`src/rtl/cpu_down_timer.sv`:
```
// Loadable down-counter/timer with one-shot and periodic (auto-reload) modes.
// Emits a registered one-cycle tc_pulse on expiry and holds done after a one-shot expires.
module cpu_down_timer #(
    parameter int W = 8
) (
    input  logic         clk,
    input  logic         reset,
    input  logic         load,
    input  logic [W-1:0] load_value,
    input  logic         start,
    input  logic         stop,
    input  logic         periodic,
    output logic [W-1:0] count,
    output logic         running,
    output logic         tc_pulse,
    output logic         done
);

    typedef enum logic [1:0] {
        IDLE = 2'd0,
        RUN  = 2'd1,
        DONE = 2'd2
    } state_e;

    state_e       state_q, state_d;
    logic [W-1:0] count_q, count_d;
    logic [W-1:0] reload_q, reload_d;
    logic         tc_q, tc_d;

    always_ff @(posedge clk or posedge reset) begin
        if (reset) begin
            state_q  <= IDLE;
            count_q  <= '0;
            reload_q <= '0;
            tc_q     <= 1'b0;
        end else begin
            state_q  <= state_d;
            count_q  <= count_d;
            reload_q <= reload_d;
            tc_q     <= tc_d;
        end
    end

    // Priority: load > stop > start > counting. stop and start only act in
    // the states where they mean something, so stop outside RUN lets start through.
    always_comb begin
        state_d  = state_q;
        count_d  = count_q;
        reload_d = reload_q;
        tc_d     = 1'b0;
        if (load) begin
            count_d  = load_value;
            reload_d = load_value;
            state_d  = IDLE;
        end else if (stop && state_q == RUN) begin
            state_d = IDLE;
        end else if (start && state_q != RUN) begin
            if (state_q == DONE) count_d = reload_q;
            state_d = RUN;
        end else if (state_q == RUN) begin
            if (count_q != '0) begin
                count_d = count_q - 1'b1;
            end else begin
                tc_d = 1'b1;
                if (periodic) count_d = reload_q;
                else          state_d = DONE;
            end
        end
    end

    assign count    = count_q;
    assign running  = (state_q == RUN);
    assign done     = (state_q == DONE);
    assign tc_pulse = tc_q;

endmodule

```
`config.mk`:
```
export PLATFORM = sky130hd
export DESIGN_NAME = cpu_down_timer
export DESIGN_NICKNAME = d
export VERILOG_FILES = /design/src/rtl/cpu_down_timer.sv
export SDC_FILE = /design/constraint.sdc
export NUM_CORES = 1
export LEC_CHECK = 0
export ABC_AREA = 1
export CORE_MARGIN = 5
export CORE_UTILIZATION = 50
export CTS_CLUSTER_SIZE = 28
export DETAILED_ROUTE_END_ITERATION = 10
export GPL_TIMING_DRIVEN = 0
export PLACE_DENSITY_LB_ADDON = 0.12
export SKIP_CTS_REPAIR_TIMING = 1
export SYNTH_ARGS = -nofsm -noshare
export SYNTH_HDL_FRONTEND = slang
export SYNTH_SLANG_ARGS = --single-unit
```
`constraint.sdc`:
```
create_clock -name clk -period 1.5 [get_ports clk]
set_input_delay 0.225 -clock clk [delete_from_list [all_inputs] [get_ports clk]]
set_output_delay 0.225 -clock clk [all_outputs]
set_load 0.005 [all_outputs]
```
# Yosys cells after proc, flatten, opt, wreduce, memory -nomap -nowiden
# Cells that the tools add are included.
[word_totals] regBits=19 output_inout_bits=11 word_cells=38
[op_classes] eq_ne=7 mux=18 add_sub_neg=1 n_reduce_logical=8
[ops] cell="8-bit two-way mux" count=7
[ops] cell="2-bit two-way mux" count=6
[ops] cell="4-bit nonzero test" count=2
[ops] cell="8-bit nonzero test" count=1
[ops] cell="8-bit by 1-bit subtractor with 8-bit output, second input constant" count=1
[ops] cell="1-bit two-way mux" count=5
[ops] cell="4-bit by 2-bit != test with 1-bit output, second input constant" count=1
[ops] cell="4-bit != test, second input constant" count=1
[ops] cell="4-bit AND reduction" count=1
[ops] cell="3-bit != test, second input constant" count=1
[ops] cell="3-bit AND reduction" count=1
[ops] cell="3-bit nonzero test" count=1
[ops] cell="2-bit by 1-bit equality test with 1-bit output, second input constant" count=1
[ops] cell="2-bit equality test, second input constant" count=1
[ops] cell="1-bit logical AND" count=2
[ops] cell="2-bit by 1-bit != test with 1-bit output, second input constant" count=1
[ops] cell="2-bit != test, second input constant" count=1

# Depth between registers and ports, before layout
[logic_depth] word_depth=6 ltp_mapped=11 mapped_depth_nobuf=11

# Worst setup path after synthesis
# No wires, ideal clock.
[synth_timing] path_type="register -> register" from="register count_q[0] (netlist: count[0])" to="register count_q[3] (netlist: count[3])" setup_ns=0.118 arrival_time_ns=1.289 setup_slack_ns=0.093 synth_period_minus_slack_ns=1.407 path_stages_with_launch=10 path_cell_list="dfrtp_1 > inv_1 > ha_1 > nand3_1 > nor2_2 > nand3_1 > nand3_4 > inv_4 > nand2_2 > o21ai_2"
[synth_via] elab_chain_len=6
[synth_rtl] item="start, declared" line="26" text="logic [W-1:0] count_q, count_d;"
[synth_rtl] item="start signal, assigned" line="38" text="count_q <= count_d;"
[synth_rtl] item="8-bit by 1-bit subtractor with 8-bit output / 8-bit nonzero test (equally long branches)" line="62, 61"
[synth_rtl] item="8-bit two-way mux" line="61" text="if (count_q != '0) begin"
[synth_rtl] item="8-bit two-way mux" line="60" text="end else if (state_q == RUN) begin"
[synth_rtl] item="8-bit two-way mux" line="57" text="end else if (start && state_q != RUN) begin"
[synth_rtl] item="8-bit two-way mux" line="55" text="end else if (stop && state_q == RUN) begin"
[synth_rtl] item="8-bit two-way mux" line="51" text="if (load) begin"
# Several ways; a longest one is shown, not always the timed one. The select of a mux whose other input is x is not followed.
# A chain may end at the register's enable or synchronous reset.

# Final worst setup path
[layout_timing] from="register count_q[1] (netlist: count[1])" to="register count_q[7] (netlist: count[7])"
# Same word-level chain as after synthesis.

==> results.cfg <==
[global_routing]
grt-busiest-layer = met2
grt_util_met3_pct = 2.450
grt_max_degree = 20
grt_antenna_before_repair = 0
global_route_wire_length_before_repair_um = 4616
first_global_vias = 1072
global_routing_met1_resource_utilization_pct = 21.98
grt_remaining_overflow = 0
gr-usage-met2_pct = 30.46
grt_use_total_pct = 17.24

[pwr]
part_of_the_total_power_dissipated_in_the_clock_network_pct = 14.8
internal_portion_of_total_power_mw = 1.092
netSwitchingFraction_pct = 37.97
ir_drop_v = 0.0009319
post-layout-total-power_mw = 1.760
p_seq_share_pct = 37.9
power_leakage_nw = 0.9324
power_frac_comb_pct = 47.3
netSwitchingPower_mw = 0.6684
pwr_cell_area_nw_per_um2 = 1044

[clocking]
clock_tree_from_tritoncts = yes
cts.path.max_buffers = 2
count_of_clock_tree_sinks = 19
cts-buffers-inserted = 3
cts_root_buf = sky130_fd_sc_hd__clkbuf_4
clk-insertion-delay-late_ps = 290
clkTransAtPathRegs_ps = 110
cts_htree_levels = 1

[setup_path]
worst_r2r_endpoint = count[7]
worstPathRequired_ps = 1740
setup.worst_path.end_class = flip-flop
cp_top_family = simple AND/OR/NAND/NOR gates
cp_slowest_cell = sky130_fd_sc_hd__dfrtp_1
worstPathMaxFanout = 8
cp-start-kind = flip-flop
critical_path.n_buffers_inverters = 2
arrival_time_at_the_worst_endpoint_ps = 1750
worstPathCellList = inv_2 -> ha_4 -> nand3_4 -> nor2_4 -> nand3_2 -> nand3_4 -> buf_4 -> nand2_1 -> nand2_1
worst_path_largest_cell_delay_ps = 440
r2r_cells = 9
rr_startpoint = count[1]
timing_worst_setup_path_type = flip-flop to flip-flop
register_to_register_setup_slack_ps = -10

[die]
dieWidth_um = 58.27
initial_utilization_pct = 52.66
die_y_um = 58.27
io_pins = 25
core_area_um2 = 2212
die_area_um2 = 3395
std_cell_rows = 17

[placement]
place_hpwl_um = 1991
portBuffers = 23
routabilityCongestion = 0.9127
place_ws_ps = -106.1

[yosys]
post_synthesis_compound_gate_area_fraction_pct = 5.263
synth_top_family_by_area = simple AND/OR/NAND/NOR gates
synthSimpleGateAreaFrac_pct = 40.82
post_synthesis_instance_total = 162
multiplexer_share_of_the_synthesized_area_pct = 0
synth.ff_latch_count = 19
synth_nets = 178
netlist_area_um2 = 1165
async_set_or_reset_register_ratio_after_synthesis_pct = 100.0
post_synth_top_area_share_pct = 40.82
synth.largest_area_cell = sky130_fd_sc_hd__dfrtp_1
synth_enable_flop_cells = 0
synthMostInstantiatedCell = sky130_fd_sc_hd__nand2_1
synthDistinctLibCells = 26
post_synth_xor_area_fraction_pct = 2.256
postSynthAreaPerCell_um2 = 7.191
ys_seq_area_share_pct = 40.82
yosys.area_share.adder_pct = 2.148
synth.yosys.warnings = 0
dominantRegCellSynth = sky130_fd_sc_hd__dfrtp_1
synth.top_cells.by_count = sky130_fd_sc_hd__nand2_1 (58), sky130_fd_sc_hd__nand3_1 (21), sky130_fd_sc_hd__dfrtp_1 (19)
synth_area_leaders = sky130_fd_sc_hd__dfrtp_1 (41%), sky130_fd_sc_hd__nand2_1 (19%), sky130_fd_sc_hd__nand3_1 (9.0%), sky130_fd_sc_hd__inv_1 (5.5%), sky130_fd_sc_hd__o21ai_0 (3.4%)

[timing]
fin_setup_tns_ps = -10.80
finalCriticalPeriod_ps = 1511
setup_viol = 1
worstMarginPinSlew_ps = 737.0
fmaxAchievable_mhz = 661.9
layout_setup_ws_ps = -10.80
finClkSkew_ps = 1.375
final-hold-violation-count = 0
rsz0062_at_grt = yes
maxSlewHeadroom_pct = 50.81
timing.final.crit_share_pct = 100.7
timing.final.max_slew_violations = 0

[final_layout]
drive_above_1_share_pct = 28.92
fill_cells = 169
diodes = 0
finalNetCount = 221
synthToLayoutAreaGrowth_pct = 44.79
postLayoutCoreUtil_pct = 76.24

[route]
drt_pre_antenna_iters = 4
wl_um = 3050
route.detailed.drc = 0
drtIter0Drc = 53
routed_wire_length_per_instance_um = 13.15
routed_via_density = 5.030
dr_total_vias = 1167
detail-route-antenna-nets = 0

[hold_path]
min_to = reload_q[3]
hold-path-cell-count = 2
holdCritPathClass = input pin to flip-flop
min-delay-start = load

[status]
failed_checks = negative setup slack
status = finished, violations left

[flow_run]
max_cap_viol_count = 0
==> cell usage in the layout (no fill, tap or decap) <==
cell / instances
sky130_fd_sc_hd__clkbuf_1: 2
sky130_fd_sc_hd__xor2_1: 2
sky130_fd_sc_hd__inv_6: 1
sky130_fd_sc_hd__ha_2: 1
sky130_fd_sc_hd__nand3_1: 17
sky130_fd_sc_hd__nor2_4: 3
sky130_fd_sc_hd__nand3b_1: 1
sky130_fd_sc_hd__buf_6: 2
sky130_fd_sc_hd__nand3_4: 2
sky130_fd_sc_hd__nand3_2: 4
sky130_fd_sc_hd__a21boi_2: 1
sky130_fd_sc_hd__nand4_1: 1
sky130_fd_sc_hd__nor2_1: 7
sky130_fd_sc_hd__inv_8: 1
sky130_fd_sc_hd__o21ai_2: 1
sky130_fd_sc_hd__dfrtp_1: 17
sky130_fd_sc_hd__clkbuf_4: 3
sky130_fd_sc_hd__inv_2: 6
sky130_fd_sc_hd__o21ai_0: 8
sky130_fd_sc_hd__buf_2: 1
sky130_fd_sc_hd__ha_4: 1
sky130_fd_sc_hd__nand2_1: 49
sky130_fd_sc_hd__a21oi_1: 1
sky130_fd_sc_hd__dfrtp_2: 2
sky130_fd_sc_hd__xnor2_1: 1
sky130_fd_sc_hd__nand2_4: 2
sky130_fd_sc_hd__nor2_2: 4
sky130_fd_sc_hd__clkdlybuf4s50_1: 16
sky130_fd_sc_hd__inv_1: 15
sky130_fd_sc_hd__dlymetal6s2s_1: 7
sky130_fd_sc_hd__buf_4: 13
sky130_fd_sc_hd__nand2_2: 11
sky130_fd_sc_hd__nor4_1: 1
==> cell families (layout without fill, tap and decap cells) <==
kind of cell | after synthesis | in the layout
xor+xnor | 3 | 3
fa+ha+maj | 2 | 2
compound gates | 11 | 11
flops | 19 | 19
simple gates | 102 | 102
buf+inv | 25 | 67
==> flip-flops by register name, indices dropped and copies added, names as in the netlist <==
signal	flops
count	8
reload_q	8
state_q	2
tc_pulse	1
==> power groups by stage <==
stage | registers (mW) | clock network, mW | logic [mW]
2_1_floorplan | 0.669 | 0 | 0.388
3_3_place_gp | 0.676 | 0 | 0.608
3_5_place_dp | 0.678 | 0 | 0.622
4_1_cts | 0.669 | 0.263 | 0.626
5_1_grt | 0.679 | 0.292 | 0.921
6_report | 0.668 | 0.260 | 0.833
==> metal layers <==
layer	part of all wire (%)	vias to the layer above
met5	0	-
met1	43	530
met2	50	40
met4	1.1	0
met3	5.4	4
li1	-	593
==> worst max path at each step <==
stage                    end  cells past startpoint        from  slack (ps)
CTS                     done                      4  state_q[0]        -130
finish              count[7]                      9    count[1]         -10
global route        count[7]                      8    count[0]        -160
global placement    count[7]                      9       start         -70
floorplan           count[3]                      9    count[0]          90
detailed placement  count[4]                      9    count[0]        -110
==> through the flow <==
| stage | hold slack [ps] | cell area [um^2] | cells |
|---|---|---|---|
| 2_1_floorplan | 176.1 | 1165 | 162 |
| 3_3_place_gp | 455.0 | 1430 | 213 |
| 3_5_place_dp | 462.9 | 1430 | 213 |
| 4_1_cts | 251.8 | 1456 | 217 |
| 5_1_grt | 248.5 | 1687 | 232 |
| 6_report | 256.2 | 1687 | 232 |
==> layout make-up <==
cell class	instances	area [um^2]	area share, %
buffer	3	16.27	0.9644
clock buffer	4	26.28	1.558
inverter	22	90.09	5.341
multi-input combinational	118	671.9	39.84
sequential	19	478.0	28.34
tap	28	35.03	2.077
timing repair buffer	37	360.3	21.36
timing repair inverter	1	8.758	0.5193
Note: power is estimated with default switching activity, not from simulation.
